===== config.mk =====
export PLATFORM = sky130hd
export DESIGN_NAME = dma_copy_engine
export DESIGN_NICKNAME = d
export VERILOG_FILES = /design/src/rtl/dma_copy_engine.sv
export SDC_FILE = /design/constraint.sdc
export NUM_CORES = 1
export LEC_CHECK = 0
export CORE_ASPECT_RATIO = 0.7
export CORE_UTILIZATION = 35
export CTS_BUF_LIST = sky130_fd_sc_hd__clkbuf_4
export CTS_CLUSTER_DIAMETER = 200
export DETAILED_ROUTE_END_ITERATION = 8
export GPL_TIMING_DRIVEN = 0
export HOLD_SLACK_MARGIN = 0.05
export PLACE_DENSITY = 0.61
export SYNTH_ARGS = -nofsm -noshare
export SYNTH_HDL_FRONTEND = slang
export SYNTH_SLANG_ARGS = --single-unit

===== constraint.sdc =====
create_clock -name clk -period 4.2 [get_ports clk]
set_input_delay 0.84 -clock clk [delete_from_list [all_inputs] [get_ports clk]]
set_output_delay 0.84 -clock clk [all_outputs]
set_load 0.05 [all_outputs]

===== src/rtl/dma_copy_engine.sv =====
// Word-granular bus initiator that copies a block of words from a source to a
// destination, or fills a destination with a constant. All bus outputs are
// registered. The core's bus mux selects these outputs while busy is high.
module dma_copy_engine #(
  parameter int ADDR_WIDTH = 30,
  parameter int LEN_WIDTH  = 13
) (
  input  logic                  clk,
  input  logic                  async_rst_n,
  input  logic                  clk_en,
  input  logic                  start,
  input  logic                  fill_mode,
  input  logic [ADDR_WIDTH-1:0] src_addr,
  input  logic [ADDR_WIDTH-1:0] dst_addr,
  input  logic [LEN_WIDTH-1:0]  length,
  input  logic [31:0]           fill_value,
  input  logic                  abort,
  output logic                  busy,
  output logic                  done,
  output logic                  aborted,
  output logic [LEN_WIDTH-1:0]  words_left,
  output logic                  bus_lock,
  output logic                  memory_mode,
  output logic [ADDR_WIDTH-1:0] data_address,
  output logic [3:0]            data_mask,
  output logic [31:0]           data_out,
  input  logic [31:0]           data_in
);

  typedef enum logic [2:0] {
    S_IDLE,
    S_RD,
    S_LATCH,
    S_WR,
    S_FIN
  } state_t;

  state_t                state;
  logic [ADDR_WIDTH-1:0] src_ptr;
  logic [ADDR_WIDTH-1:0] dst_ptr;
  logic [31:0]           fill_reg;
  logic                  fill_q;
  logic                  abort_pend;
  logic                  last_word;
  logic                  abort_hit;

  // The write in flight is the final one when exactly one word remains.
  assign last_word = (words_left == LEN_WIDTH'(1));
  // An abort seen earlier in this word, or right now, ends the transfer.
  assign abort_hit = abort | abort_pend;

  // Control FSM with registered bus outputs; data_out doubles as the
  // read-data buffer, since a copied word goes straight out on the next write.
  always_ff @(posedge clk or negedge async_rst_n) begin
    if (!async_rst_n) begin
      state        <= S_IDLE;
      busy         <= 1'b0;
      done         <= 1'b0;
      aborted      <= 1'b0;
      bus_lock     <= 1'b0;
      memory_mode  <= 1'b0;
      data_mask    <= 4'h0;
      data_address <= '0;
      data_out     <= '0;
      words_left   <= '0;
      abort_pend   <= 1'b0;
    end else if (clk_en) begin
      done        <= 1'b0;
      aborted     <= 1'b0;
      bus_lock    <= 1'b0;
      memory_mode <= 1'b0;
      data_mask   <= 4'h0;
      case (state)
        S_IDLE: begin
          if (start) begin
            busy       <= 1'b1;
            words_left <= length;
            abort_pend <= 1'b0;
            if (length == LEN_WIDTH'(0)) begin
              state <= S_FIN;
            end else if (fill_mode) begin
              state        <= S_WR;
              bus_lock     <= 1'b1;
              memory_mode  <= 1'b1;
              data_mask    <= 4'hF;
              data_address <= dst_addr;
              data_out     <= fill_value;
            end else begin
              state        <= S_RD;
              bus_lock     <= 1'b1;
              data_mask    <= 4'hF;
              data_address <= src_addr;
            end
          end
        end
        S_RD: begin
          // The read completes regardless; abort only takes effect after LATCH.
          if (abort) abort_pend <= 1'b1;
          state <= S_LATCH;
        end
        S_LATCH: begin
          if (abort_pend) begin
            state <= S_FIN;
          end else begin
            if (abort) abort_pend <= 1'b1;
            state        <= S_WR;
            bus_lock     <= 1'b1;
            memory_mode  <= 1'b1;
            data_mask    <= 4'hF;
            data_address <= dst_ptr;
            data_out     <= data_in;
          end
        end
        S_WR: begin
          words_left <= words_left - LEN_WIDTH'(1);
          if (last_word) begin
            // Every word went out, so this is a normal completion.
            abort_pend <= 1'b0;
            state      <= S_FIN;
          end else if (abort_hit) begin
            abort_pend <= 1'b1;
            state      <= S_FIN;
          end else if (fill_q) begin
            bus_lock     <= 1'b1;
            memory_mode  <= 1'b1;
            data_mask    <= 4'hF;
            data_address <= dst_ptr + ADDR_WIDTH'(1);
            data_out     <= fill_reg;
          end else begin
            state        <= S_RD;
            bus_lock     <= 1'b1;
            data_mask    <= 4'hF;
            data_address <= src_ptr;
          end
        end
        S_FIN: begin
          busy       <= 1'b0;
          done       <= ~abort_pend;
          aborted    <= abort_pend;
          abort_pend <= 1'b0;
          state      <= S_IDLE;
        end
        default: state <= S_IDLE;
      endcase
    end
  end

  // Command capture and address pointers; pure datapath, so no reset.
  always_ff @(posedge clk) begin
    if (clk_en) begin
      case (state)
        S_IDLE: begin
          if (start) begin
            src_ptr  <= src_addr;
            dst_ptr  <= dst_addr;
            fill_reg <= fill_value;
            fill_q   <= fill_mode;
          end
        end
        S_LATCH: src_ptr <= src_ptr + ADDR_WIDTH'(1);
        S_WR:    dst_ptr <= dst_ptr + ADDR_WIDTH'(1);
        default: ;
      endcase
    end
  end

endmodule

==> metrics.md <==
| Metric | Value |
|---|---|
| Outcome | finished, final reports clean |
| Sequential share of the synthesized area | 49.1% |
| Comb power frac | 56.9% |
| Synth-to-layout area growth | 30.8% |
| Worst skew pair latency | 0.64 ns |
| Initial Util | 35.7% |
| Share of layout cells above drive strength 1 | 4.42% |
| Overflow after GRT | 0 |
| Internal power | 0.00472 W |
| Pleak | 4.74 nW |
| Antenna violations before repair | 1 |
| Die Y | 143 µm |
| Ys async rst share | 47.5% |
| Core Rows | 51 |
| CTS Buf Count | 17 |
| Setup Skew | 0.0304 ns |
| CP Capture Point | src_ptr[7]$_DFFE_PP_ |
| Max Cap Viol | 0 |
| Routed Wire Length | 35,000 µm |
| Final Setup Violations | 0 |
| Hpwl dp | 25,900 µm |
| Pwr dens | 723 nW/µm² |
| Crit Path Max Fanout | 34 |
| Reg-to-reg slack, setup | 0.83 ns |
| CP Launch Point | state[0]$_DFFE_PN0P_ |
| Drt drc | 0 |
| Syn Std Cell Area | 9960 µm² |
| Critical R2R Launch | state[0]$_DFFE_PN0P_ |
| WP data required | 4.44 ns |
| CTS tree | yes |
| Hold Path Class | primary input to asynchronous set/reset pin |
| Worst-Margin Slew | 1.39 ns |
| Worst-case vdd ir drop | 0.413 mV |
| Syn nets | 1,176 |
| Final max-slew violation count | 0 |
| Setup Buffers After CTS | 0 |
| Hold Buf Count CTS | 0 |
| Largest net degree at the start of global routing | 65 |
| Seq pwr share | 31.7% |
| NetSw | 0.00470 W |
| Placer Congestion | 0.930 |
| Worst Path Arrival | 3.62 ns |
| Post-Synthesis Cells | 1,029 |
| CP endpoint kind | flop |
| ANT nets after route | 0 |
| Maximum clock frequency | 296 MHz |
| Max Buffers Root-to-Sink | 2 |
| Register area | 4890 µm² |
| CTS H-tree lvls | 4 |
| Area of the die | 29,100 µm² |
| Nets@finish | 1,423 |
| Tcrit/Tclk final | 80.3% |
| Wire per inst | 21.1 µm |
| Post-synth EDFFs | 93 |
| Vias in the first global route | 8,758 |
| Critical path's slowest cell | a21o_1 |
| R2r worst-path depth | 4 |
| Endpoints failing hold | 0 |
| Setup TNS | 0 ns |
| DRT iter0 DRCs | 850 |
| Clock Pin Slew Worst Setup and Hold Paths | 0.17 ns |
| CTS Sinks | 177 |
| Sw Share | 49.9% |
| Max stage delay on crit path | 1.09 ns |
| Synth warn | 0 |
| Clock network power share | 11.4% |
| GRT Util Overall | 23.9% |
| Synth Area per Inst | 9.68 µm² |
| Core area | 27,900 µm² |
| Post-layout minimum cycle time | 3.37 ns |
| Clock root cell | clkbuf_4 |
| Cell Chain, Critical Path | clkbuf_1 -> nor3_1 -> and3_2 -> a21o_1 |
| Synthesized flop and latch total | 177 |
| Cell variety after synth | 56 |
| Worst setup path class | flop to flop |
| Rel. slew slack | 7.16% |
| Worst R2R End | src_ptr[7]$_DFFE_PP_ |
| Post-cts repair resize count | 0 |
| Worst hold slack | 0.0815 ns |
| Die width | 204 µm |
| Via Count | 9,251 |
| Multi-input gate area | 4670 µm² |
| Top_reg_cell synth | edfxtp_1 |
| Vias per std cell | 5.57 |
| Startpoint Class | flop |
| Fillcell total | 2,656 |
| Pre-antenna DRT Iters | 5 |
| First-pass GRT wire length | 52,500 µm |
| # IOs | 227 |
| RSZ-0062 raised after global routing | false |
| Port bufs | 226 |
cells in the final DEF (no fill, tap or decap), types with 4 or more instances in the layout:
master	count
dfrtp_1	84
o21ai_0	91
mux2i_1	51
nand4_1	15
o211ai_1	4
a21oi_1	94
nor4_1	14
a311oi_1	22
clkbuf_1	54
a22oi_1	4
nor3_1	17
nand2_1	104
buf_4	5
and4_1	6
mux2_1	29
nor2_1	112
ha_1	4
inv_1	19
mux2_2	5
buf_1	10
buf_2	4
nand3_1	23
and3_1	6
clkdlybuf4s50_1	225
clkbuf_4	19
xnor2_1	37
inv_6	5
o22a_1	15
a31oi_1	9
edfxtp_1	93
a211oi_1	13
xor2_1	19
nor2b_1	28
power groups by stage:
stage                     Sequential (W)  Combinational (W)  Clock, W
after global routing             0.00306            0.00571   0.00115
after global placement           0.00301            0.00528         0
after CTS                        0.00297            0.00536   0.00109
after floorplan                  0.00422            0.00218         0
final                            0.00298            0.00536   0.00108
after detailed placement         0.00301            0.00534         0
synthesized netlist by cell type (6+ instances only):
cell / count / area (µm²)
a211oi_1: 13 / 97.6
a21oi_1: 94 / 470
a311oi_1: 22 / 193
a31oi_1: 9 / 56.3
and3_1: 7 / 43.8
and4_1: 6 / 52.6
buf_1: 10 / 37.5
clkbuf_1: 55 / 206
dfrtp_1: 84 / 2100
edfxtp_1: 93 / 2790
inv_1: 19 / 71.3
mux2_1: 29 / 327
mux2i_1: 51 / 510
nand2_1: 104 / 390
nand3_1: 23 / 115
nand4_1: 15 / 93.8
nor2_1: 112 / 420
nor2b_1: 28 / 175
nor3_1: 17 / 85.1
nor4_1: 14 / 87.6
o21ai_0: 91 / 455
o22a_1: 15 / 131
xnor2_1: 37 / 324
xor2_1: 19 / 166
worst max-delay path: cells and delay by family, from the launching register on:
family | cells | cell delay [ns]
AND/OR/NAND/NOR | 2 | 1.20
AO/OA/AOI/OAI | 1 | 1.09
flip-flops | 1 | 0.43
buffers and inverters | 1 | 0.27
area by class of cell:
| class | instances | share of cell area, % |
|---|---|---|
| Antenna cell | 1 | 0.0192 |
| Buffer | 76 | 2.53 |
| Clock buffer | 19 | 1.09 |
| Clock inverter | 13 | 1.14 |
| Inverter | 19 | 0.547 |
| Multi-Input combinational cell | 757 | 35.8 |
| Sequential cell | 177 | 37.6 |
| Tap cell | 371 | 3.56 |
| Timing Repair Buffer | 228 | 17.7 |
logic make-up (layout without fill, tap and decap cells):
| logic type | count (synthesis) | in the layout | synth area share, % |
|---|---|---|---|
| AOI/OAI and AO/OA | 274 | 274 | 16.8 |
| adders and majority gates | 4 | 4 | 0.503 |
| DFF | 177 | 177 | 49.1 |
| buffers and inverters | 95 | 355 | 4.01 |
| and+or+nand+nor | 338 | 338 | 15.6 |
| xor gates and xnor gates | 56 | 56 | 4.92 |
| muxes | 85 | 85 | 8.97 |
| other | 0 | 1 | 0 |
worst min-delay path by stage:
stage                      from                           end
2_1_floorplan       async_rst_n        abort_pend$_DFFE_PN0P_
3_3_place_gp   done$_DFFE_PN0P_              done$_DFFE_PN0P_
3_5_place_dp   done$_DFFE_PN0P_              done$_DFFE_PN0P_
4_1_cts             async_rst_n  data_address[22]$_DFFE_PN0P_
5_1_grt             async_rst_n  data_address[22]$_DFFE_PN0P_
6_report            async_rst_n  data_address[22]$_DFFE_PN0P_
routing by layer:
metal,global-route usage (%),part of all wire [%],vias up
met5,0,0,-
met4,5.22,1.3,0
met3,5.34,9.9,40
met2,34.8,42,484
met1,35.7,47,4494
li1,-,-,4233
stage by stage:
| stage | setup slack (ns) | instance area [µm²] | std cells | power (W) | utilization, % |
|---|---|---|---|---|---|
| after floorplan | 1.07 | 9960 | 1029 | 0.00639 | - |
| after global placement | -1.22 | 12700 | 1626 | 0.00828 | 45.5 |
| after detailed placement | 0.117 | 12700 | 1628 | 0.00835 | 45.7 |
| after CTS | 0.746 | 13000 | 1660 | 0.00942 | 46.7 |
| after global routing | 0.527 | 13000 | 1661 | 0.00993 | 46.7 |
| final | 0.825 | 13000 | 1661 | 0.00942 | 46.7 |
(Power assumes the default switching activity.)
==> edit, RTL diff (same flow settings) <==
Change the parameter `ADDR_WIDTH` from 30 to 38.
--- a/src/rtl/dma_copy_engine.sv
+++ b/src/rtl/dma_copy_engine.sv
@@ -3,5 +3,5 @@
 // registered. The core's bus mux selects these outputs while busy is high.
 module dma_copy_engine #(
-  parameter int ADDR_WIDTH = 30,
+  parameter int ADDR_WIDTH = 38,
   parameter int LEN_WIDTH  = 13
 ) (
Ports: changed (resized data_address, dst_addr and src_addr); port bits go from 227 to 251. The function was not compared with the original's and may differ.
==> edit against the original RTL <==
- design area up 24%
- sequential share of layout area is 3.2 points lower
- register-to-register slack gained 0.23 ns
- sequential cell count rose by 24
- worst setup slack better by 0.095 ns
- synthesized area up 24%
- combinational power up 20%
- count of clock-buffer cells in the layout is 67 higher
- power increased by 26%
- routed wire length up 36%
- clock skew up 0.034 ns
==> edit: results (changes against the original RTL) <==
Initial antenna violation count -> 2 (+1)
Synth top area cells -> edfxtp_1, dfrtp_1, mux2i_1, o21ai_0, a21oi_1
Place WS -> 0.314 ns (+0.197 ns)
Setup Skew -> 0.0646 ns (+0.0342 ns)
Sequential area share after synthesis -> 0.453 (-0.0389)
Detailed Route WL -> 47600 um (+36%)
First-pass GRT wire length -> 70500 um (+34%)
Yosys cell types -> 75 (+34%)
Worst-Skew Late Latency -> 0.77 ns (+0.13 ns)
Worst min path class -> primary input to register
Most instantiated cells after synthesis -> nand2_1, edfxtp_1, o21ai_0
Slowest stage delay, CP -> 0.76 ns (-0.33 ns)
Post-Syn Instances -> 1287 (+25%)
Pre-Repair DR Iteration Count -> 6 (+1)
Asr flop ratio synth -> 0.458 (-0.0169)
Via count -> 11900 (+29%)
Dpl hpwl -> 34500 um (+33%)
H-tree depth -> 2 (-2)
Share of cells above drive strength 1 -> 0.122 (+0.0781)
Gr usage total -> 0.260 (+0.0210)
Synth Net Count -> 1450 (+23%)
Status -> finished, final reports clean
Cell family with most CP delay -> buffers and inverters
Maximum fanout along the worst path -> 10 (-71%)
Nets -> 1760 (+24%)
Leak Pwr -> 5.95 nW (+26%)
Final GP Congestion -> 0.929 (-0.12%)
Slew HR -> 0.106 (+0.0347)
Peak VDD IR -> 0.355 mV (-14%)
Placed standard-cell area -> 15500 um2 (+22%)
I/O Buffers -> 249 (+10%)
Total CTS buffers -> 55 (+38)
Worst-path clk slew -> 0.07 ns (-0.10 ns)
Vias in the first global route -> 11400 (+31%)
Placed cells -> 2011 (+24%)
## edit: changes by cell type in the layout (fill, tap and decap cells not counted), sizes merged, moves of 17 or more
cell / before / now
mux2i: 51 / 79
a31oi: 9 / 38
clkinv: 2 / 19
clkdlybuf4s50: 225 / 248
buf: 24 / 41
nand2: 104 / 126
clkbuf: 74 / 150
o21ai: 93 / 120
## edit: cell families after synthesis
logic type | synth area share
compound gates | 0.168
xor+xnor | 0.0427
fa+ha+maj | 0.00406
buf+inv | 0.0554
flops | 0.453
mux | 0.102
simple gates | 0.176
## edit: cell type report
class	instances	area, um2
Clock buffer	86	646
Timing Repair Buffer	253	2570
Buffer	104	584
Antenna cell	2	5.00
Inverter	26	98.8
Fill cell	3421	18400
Clock inverter	17	78.8
Multi-Input combinational cell	956	6060
Sequential cell	201	5580
Tap cell	472	591
## edit: repair_timing
item,in CTS,in global routing
endpoints found under the hold margin,27,0
resized for setup,0,0
hold buffers,1,0
## edit: worst reg2reg max path: stages, from the launching register on
cell      delay (ns)
dfrtp_1         0.32
clkbuf_1        0.26
buf_2           0.32
clkbuf_1        0.59
clkbuf_1        0.74
nand2_1         0.15
o211ai_1        0.17
o21ai_0         0.16
mux2_2          0.31
## edit: path summary, 6_finish.rpt
| check | start | cells after the start | end | slack [ns] |
|---|---|---|---|---|
| setup / recovery | fill_mode | 8 | data_address[30]$_DFFE_PN0P_ | 0.92 |
| hold / removal | clk_en | 2 | done$_DFFE_PN0P_ | 0.42 |
| setup reg to reg | state[0]$_DFFE_PN0P_ | 8 | data_address[1]$_DFFE_PN0P_ | 1.06 |
| hold reg to reg | data_out[24]$_DFFE_PN0P_ | 1 | data_out[24]$_DFFE_PN0P_ | 0.50 |
| max in group asynchronous | async_rst_n | 3 | data_address[24]$_DFFE_PN0P_ | 2.86 |
| min in group asynchronous | async_rst_n | 2 | data_address[9]$_DFFE_PN0P_ | 0.57 |
## edit: metal layers
metal	vias up	track usage	wire (um)
met4	0	0.0743	1020
met2	662	0.370	20000
met3	76	0.0823	5340
met5	-	0	0
met1	5753	0.376	21200
li1	5410	-	-
## edit: where the power goes
| group | total (mW) | leakage [nW] | switching, mW | internal (mW) |
|---|---|---|---|---|
| logic | 6.44 | 3.44 | 4.22 | 2.22 |
| registers | 3.54 | 2.08 | 0.620 | 2.92 |
| clock network | 1.86 | 0.428 | 0.927 | 0.934 |
